**config.mk**
```make
export PLATFORM = sky130hd
export DESIGN_NAME = clock_alarm_core
export DESIGN_NICKNAME = d
export VERILOG_FILES = /design/src/rtl/clock_alarm_core.sv
export SDC_FILE = /design/constraint.sdc
export NUM_CORES = 1
export LEC_CHECK = 0
export BUFFER_PORTS_ARGS = -buffer_cell sky130_fd_sc_hd__buf_2
export CAP_MARGIN = 20
export CORE_MARGIN = 8
export CORE_UTILIZATION = 32
export CTS_CLUSTER_SIZE = 10
export DETAILED_ROUTE_END_ITERATION = 8
export GPL_ROUTABILITY_DRIVEN = 0
export PLACE_DENSITY = 0.47
export SLEW_MARGIN = 25
export SYNTH_ARGS = -nofsm -noshare
export SYNTH_HDL_FRONTEND = slang
export SYNTH_SLANG_ARGS = --single-unit
```
**constraint.sdc**
```tcl
create_clock -name clk -period 4 [get_ports clk]
set_input_delay 0.8 -clock clk [delete_from_list [all_inputs] [get_ports clk]]
set_output_delay 0.8 -clock clk [all_outputs]
set_load 0.01 [all_outputs]
```
**src/rtl/clock_alarm_core.sv**
```systemverilog
// ---------------------------------------------------------------------------
// clock_alarm_core
//
// Purpose:
//   24-hour BCD time-of-day keeper with its own 1 Hz prescaler, field-by-field
//   time setting, N_ALARM independent alarm channels and a 4-digit display mux.
//   Takes short/long button pulses from the debouncer and feeds BCD digits to
//   the 7-segment driver.
//
// Build option:
//   SNOOZE_EN  - when defined, b1_short during a ring snoozes it for
//                SNOOZE_MIN minutes instead of simply dismissing it.
//
// Parameters:
//   TICK_DIV    clk cycles per second (>= 2)
//   N_ALARM     number of alarm channels (1..8)
//   SNOOZE_MIN  snooze length in minutes (1..59), used with SNOOZE_EN
//
// Ports:
//   clk, rst              clock, asynchronous active-high reset
//   en                    block selected; low forces RUN and ignores buttons
//   b0_long / b0_short    enter-exit SET / dismiss ring
//   b1_long / b1_short    increment field / next field or toggle seconds view
//   alarm_time, alarm_on  per-channel {h1,h0,m1,m0} BCD and enable
//   digit3..digit0        BCD display digits, 4'hF = blank
//   setting, field        SET indicator and selected field (00 h, 01 m, 10 s)
//   show_sec              RUN view select ("--ss" when 1)
//   tick                  1-cycle pulse on each second increment
//   ring, ring_idx        alarm ringing and lowest matching channel
// ---------------------------------------------------------------------------
module clock_alarm_core #(
  parameter int TICK_DIV   = 100_000_000,
  parameter int N_ALARM    = 2,
  parameter int SNOOZE_MIN = 5
) (
  input  logic                    clk,
  input  logic                    rst,
  input  logic                    en,
  input  logic                    b0_long,
  input  logic                    b0_short,
  input  logic                    b1_long,
  input  logic                    b1_short,
  input  logic [16*N_ALARM-1:0]   alarm_time,
  input  logic [N_ALARM-1:0]      alarm_on,
  output logic [3:0]              digit3,
  output logic [3:0]              digit2,
  output logic [3:0]              digit1,
  output logic [3:0]              digit0,
  output logic                    setting,
  output logic [1:0]              field,
  output logic                    show_sec,
  output logic                    tick,
  output logic                    ring,
  output logic [2:0]              ring_idx
);

  localparam int PW = (TICK_DIV > 2) ? $clog2(TICK_DIV) : 1;
  localparam logic [PW-1:0] PRESC_LAST = PW'(TICK_DIV - 1);

  localparam logic [1:0] RUN   = 2'd0;
  localparam logic [1:0] SET_H = 2'd1;
  localparam logic [1:0] SET_M = 2'd2;
  localparam logic [1:0] SET_S = 2'd3;

  // Elaboration-time range check on the parameters.
  generate
    if (TICK_DIV < 2 || N_ALARM < 1 || N_ALARM > 8 || SNOOZE_MIN < 1 || SNOOZE_MIN > 59) begin : g_bad_params
      $error("clock_alarm_core: parameter out of range");
    end
  endgenerate

  // Two-digit BCD increment that wraps to 00 after 'last'.
  function automatic logic [7:0] bcd_inc(input logic [7:0] v, input logic [7:0] last);
    if (v == last)
      return 8'h00;
    else if (v[3:0] == 4'd9)
      return {v[7:4] + 4'd1, 4'd0};
    else
      return {v[7:4], v[3:0] + 4'd1};
  endfunction

  logic [1:0]    state;
  logic [PW-1:0] presc;
  logic [7:0]    hh;
  logic [7:0]    mm;
  logic [7:0]    ss;
  logic [5:0]    ring_cnt;

  logic          run;
  logic          go_set;
  logic          go_run;
  logic          set_btn;
  logic          run_btn;
  logic          wrap;
  logic          ring_stop;
  logic          alarm_hit;
  logic          hhmm_view;
  logic [N_ALARM-1:0] match;
  logic [2:0]    match_idx;
  logic          snooze_fire;
  logic [2:0]    snooze_idx;

  assign run     = (state == RUN);
  assign go_set  = run && en && b0_long;
  assign go_run  = !run && (!en || b0_long);
  // Button cycles that are not swallowed by a b0_long in the same cycle.
  assign set_btn = !run && en && !b0_long;
  assign run_btn = run && en && !b0_long;
  // The prescaler is frozen in SET and also in the cycle that enters SET.
  assign wrap    = run && !go_set && (presc == PRESC_LAST);

  // ---------------- alarm compare ----------------
  genvar gi;
  generate
    for (gi = 0; gi < N_ALARM; gi++) begin : g_ch
      assign match[gi] = alarm_on[gi] && (alarm_time[16*gi +: 16] == {hh, mm});
    end
  endgenerate

  always_comb begin
    match_idx = 3'd0;
    for (int i = N_ALARM - 1; i >= 0; i--) begin
      if (match[i]) match_idx = 3'(i);
    end
  end

  // tick is only ever high in RUN, so this fires on the second that rolled to :00.
  assign alarm_hit = run && tick && (ss == 8'h00) && (|match);
  assign ring_stop = run_btn && (b0_short || b1_short);

  // ---------------- prescaler and tick ----------------
  always_ff @(posedge clk or posedge rst) begin
    if (rst) begin
      presc <= '0;
      tick  <= 1'b0;
    end else begin
      tick <= wrap;
      if (!run || go_set || wrap)
        presc <= '0;
      else
        presc <= presc + PW'(1);
    end
  end

  // ---------------- time of day ----------------
  always_ff @(posedge clk or posedge rst) begin
    if (rst) begin
      hh <= 8'h00;
      mm <= 8'h00;
      ss <= 8'h00;
    end else if (wrap) begin
      ss <= bcd_inc(ss, 8'h59);
      if (ss == 8'h59) begin
        mm <= bcd_inc(mm, 8'h59);
        if (mm == 8'h59) hh <= bcd_inc(hh, 8'h23);
      end
    end else if (set_btn && b1_long) begin
      // Field edits wrap inside the field; no carry into neighbours.
      case (state)
        SET_H:   hh <= bcd_inc(hh, 8'h23);
        SET_M:   mm <= bcd_inc(mm, 8'h59);
        SET_S:   ss <= bcd_inc(ss, 8'h59);
        default: ;
      endcase
    end
  end

  // ---------------- mode FSM and view ----------------
  always_ff @(posedge clk or posedge rst) begin
    if (rst) begin
      state    <= RUN;
      show_sec <= 1'b0;
    end else begin
      if (go_set)
        state <= SET_H;
      else if (go_run)
        state <= RUN;
      else if (set_btn && b1_short)
        state <= (state == SET_S) ? SET_H : state + 2'd1;

      if (go_set)
        show_sec <= 1'b0;
      else if (run_btn && b1_short && !ring)
        show_sec <= !show_sec;
    end
  end

  // ---------------- ring ----------------
  always_ff @(posedge clk or posedge rst) begin
    if (rst) begin
      ring     <= 1'b0;
      ring_idx <= 3'd0;
      ring_cnt <= 6'd0;
    end else if (go_set) begin
      ring     <= 1'b0;
      ring_idx <= 3'd0;
    end else if (ring) begin
      // New matches are ignored while ringing.
      if (ring_stop) begin
        ring     <= 1'b0;
        ring_idx <= 3'd0;
      end else if (tick) begin
        if (ring_cnt == 6'd59) begin
          ring     <= 1'b0;
          ring_idx <= 3'd0;
        end else begin
          ring_cnt <= ring_cnt + 6'd1;
        end
      end
    end else if (snooze_fire) begin
      ring     <= 1'b1;
      ring_idx <= snooze_idx;
      ring_cnt <= 6'd0;
    end else if (alarm_hit) begin
      ring     <= 1'b1;
      ring_idx <= match_idx;
      ring_cnt <= 6'd0;
    end
  end

  // ---------------- snooze ----------------
`ifdef SNOOZE_EN
  localparam logic [11:0] SNOOZE_LAST = 12'(SNOOZE_MIN * 60 - 1);

  logic        snooze_act;
  logic [11:0] snooze_cnt;
  logic        snooze_cancel;
  logic        snooze_arm;

  assign snooze_cancel = go_set || (run_btn && b0_short);
  assign snooze_arm    = run_btn && ring && b1_short && !b0_short;
  // If a ring is already active on expiry the snooze is simply consumed.
  assign snooze_fire   = snooze_act && tick && (snooze_cnt == SNOOZE_LAST) && !snooze_cancel;

  always_ff @(posedge clk or posedge rst) begin
    if (rst) begin
      snooze_act <= 1'b0;
      snooze_cnt <= 12'd0;
      snooze_idx <= 3'd0;
    end else if (snooze_cancel) begin
      snooze_act <= 1'b0;
    end else if (snooze_arm) begin
      snooze_act <= 1'b1;
      snooze_cnt <= 12'd0;
      snooze_idx <= ring_idx;
    end else if (snooze_act && tick) begin
      if (snooze_cnt == SNOOZE_LAST)
        snooze_act <= 1'b0;
      else
        snooze_cnt <= snooze_cnt + 12'd1;
    end
  end
`else
  assign snooze_fire = 1'b0;
  assign snooze_idx  = 3'd0;
`endif

  // ---------------- outputs ----------------
  assign setting   = !run;
  assign field     = run ? 2'b00 : state - 2'd1;
  assign hhmm_view = (state == SET_H) || (state == SET_M) || (run && !show_sec);
  assign digit3    = hhmm_view ? hh[7:4] : 4'hF;
  assign digit2    = hhmm_view ? hh[3:0] : 4'hF;
  assign digit1    = hhmm_view ? mm[7:4] : ss[7:4];
  assign digit0    = hhmm_view ? mm[3:0] : ss[3:0];

endmodule
```
==> results.sh <==
export IMPL_status="finished, final reports clean"
export IMPL_postCtsHoldBufs=0
export IMPL_final_layout_size_suffix_gt1_frac=0.215
export IMPL_maxCapViolCount=0
export IMPL_clkPwrFrac=0.318
export IMPL_cts_tree="built"
export IMPL_worst_hold_path_type="reg2reg"
export IMPL_hold_violations=0
export IMPL_area_growth_synth_to_final_pct=18.5
export IMPL_clk_pin_slew_ns=0.05
export IMPL_drc_errors=0
export IMPL_ys_seq_area_frac=0.385
export IMPL_final_max_slew_violation_count=0
export IMPL_rsz0062_at_grt="no"
export IMPL_synth_top_family_by_area="simple AND/OR/NAND/NOR gates"
export IMPL_grt_pass1_wl_mm=17.2
export IMPL_final_cell_area_mm2=0.00485
export IMPL_clk_latency_ns=0.33
export IMPL_critPathKind="reg2out"
export IMPL_cts_sinks=63
export IMPL_nets=573
export IMPL_critPathRequiredTime_ns=3.20
export IMPL_ys_flop_type="dfrtp_1"
export IMPL_wl_per_cell_um=15.2
export IMPL_dr_pass1_iters=4
export IMPL_cp_max_fo=18
export IMPL_io_buffer_count=63
export IMPL_worstMarginPinSlew_ns=0.765
export IMPL_track_usage=0.131
export IMPL_num_rows=41
export IMPL_diodes=0
export IMPL_fin_crit_ns=2.95
export IMPL_power_density_mw_per_mm2=470
export IMPL_coreArea_mm2=0.0126
export IMPL_drtIter0Drc=183
export IMPL_grt_max_degree=34
export IMPL_power_frac_seq=0.360
export IMPL_intPower_w=0.00147
export IMPL_yosysWarnings=0
export IMPL_post_cts_buffers=0
export IMPL_switching_share=0.353
export IMPL_cts_buffers=9
export IMPL_die_y_um=129
export IMPL_placed_area_mm2=0.00457
export IMPL_clockBufferDepth=2
export IMPL_final_period_utilization=0.736
export IMPL_combPwrFrac=0.322
export IMPL_relSlewSlack=0.487
export IMPL_cp_arrival_ns=2.15
export IMPL_wl_mm=10.5
export IMPL_synth_avg_cell_area_um2=9.12
export IMPL_synth_cells=449
export IMPL_synthesis_area_mm2=0.00409
export IMPL_total_power_w=0.00228
export IMPL_tns_ns=0
export IMPL_regArea_mm2=0.00158
export IMPL_dp_hpwl_mm=8.02
export IMPL_ios=66
export IMPL_netSwitchingPower_w=0.000804
export IMPL_skew_ns=0.00559
export IMPL_grt_pass1_vias=3390
export IMPL_synth_simple_area_share=0.234
export IMPL_peakVddDrop_v=0.000210
export IMPL_synth_edf_count=0
export IMPL_max_freq_mhz=340
export IMPL_cts_resized=0
export IMPL_vias_per_cell=4.83
export IMPL_vias=3326
export IMPL_antenna_found_initial=0
export IMPL_async_flop_share=1.00
export IMPL_p_leak_nw=2.19
export IMPL_synth_compound_area_frac=0.104
export IMPL_synth_xor_area_frac=0.124
export IMPL_drtAntennaViolNets=0
export IMPL_dieArea_mm2=0.0167
export IMPL_grt_ovfl_total=0
export IMPL_fill_cells=1284
export IMPL_cp_end_kind="output pin"
export IMPL_setup_viol=0
export IMPL_die_width_um=129
export IMPL_startpoint_type="flop"
export IMPL_synth_distinct_cells=64
export IMPL_multiInputGateArea_mm2=0.00234
export IMPL_synthAdderAreaFrac=0.0642
export IMPL_start_util=0.326
export IMPL_root_buffer="clkbuf_16"
export IMPL_synth_area_mux_share=0.0434
export IMPL_htreeDepth=3
export IMPL_ys_ff_latch=63
## flip-flops by register name, indices dropped and copies added, names as in the netlist, 2 cells and up
register  count
ring_cnt      6
presc        27
mm            8
ss            8
hh            8
state         2
## cell families (layout without fill, tap and decap cells)
| kind of cell | count (synthesis) | in the layout |
|---|---|---|
| flops | 63 | 63 |
| buf+inv | 44 | 110 |
| fa+ha+maj | 21 | 21 |
| other cells | 1 | 2 |
| simple gates | 185 | 185 |
| compound gates | 61 | 61 |
| xor+xnor | 58 | 58 |
| mux | 16 | 16 |
## metrics by stage
step	std cells	setup slack, ns	utilization	hold slack, ns
6_report	688	1.05	0.386	0.489
3_5_place_dp	672	1.16	0.364	0.489
2_1_floorplan	450	1.41	-	0.453
4_1_cts	688	1.02	0.386	0.497
5_1_grt	688	0.855	0.386	0.509
3_3_place_gp	672	1.28	0.364	0.479
## critical path, cell delays in order (launching register included)
cell,delay (ns)
dfrtp_1,0.42
inv_1,0.11
ha_1,0.33
a21oi_1,0.18
buf_4,0.25
mux2_2,0.37
buf_2,0.14
## cell usage after synthesis, types with 5 or more instances
master    number  area [µm²]
a21oi_1       11        55.1
and3_1         9        56.3
clkbuf_1      10        37.5
dfrtp_1       63        1580
ha_1          21         263
inv_1         28         105
mux2_2        12         135
nand2_1       40         150
nand3_1       20         100
nand4_1       12        75.1
nor2_1        56         210
nor2b_1        5        31.3
nor4_1         6        37.5
o21ai_0       14        70.1
o21ai_1        6        30.0
or2_2          8        50.1
xnor2_1       37         324
xor2_1        21         184
## metal layers
layer / track usage / up-vias / routed length [µm]
met5: 0 / - / 0
met4: 0.0594 / 0 / 223
met3: 0.0308 / 14 / 263
met2: 0.206 / 44 / 4960
met1: 0.168 / 1606 / 5020
li1: - / 1662 / -
## final timing paths
check / startpoint / to / slack [ns] / cells past startpoint
setup reg to reg: state[0] / hh[3] / 1.18 / 8
hold reg to reg: presc[0] / presc[0] / 0.49 / 1
max in group asynchronous: rst / presc[6] / 2.54 / 3
min in group asynchronous: rst / mm[5] / 0.59 / 2
setup / recovery: state[0] / digit0[0] / 1.05 / 6
hold / removal: presc[0] / presc[0] / 0.49 / 1
## cells in the final DEF, fill, tap and decap left out, drive strengths merged, types with 14 or more instances in the layout
master,count
buf,66
dfrtp,63
ha,21
inv,28
mux2,14
nand2,40
nand3,20
nor2,56
o21ai,20
xnor2,37
xor2,21
## layout make-up
class,count,share of cell area
timing repair buffer,66,0.0697
sequential,63,0.325
inverter,28,0.0217
tap,172,0.0444
multi-input combinational,343,0.482
clock inverter,3,0.00361
clock buffer,13,0.0537
## power groups by stage
stage	clock, W	sequential [W]	combinational, W
3_5_place_dp	0	0.000831	0.000745
5_1_grt	0.000771	0.000836	0.000829
6_report	0.000725	0.000819	0.000733
4_1_cts	0.000753	0.000820	0.000750
2_1_floorplan	0	0.000770	0.000537
3_3_place_gp	0	0.000831	0.000741
No activity file was read; power rests on OpenSTA's default activity.
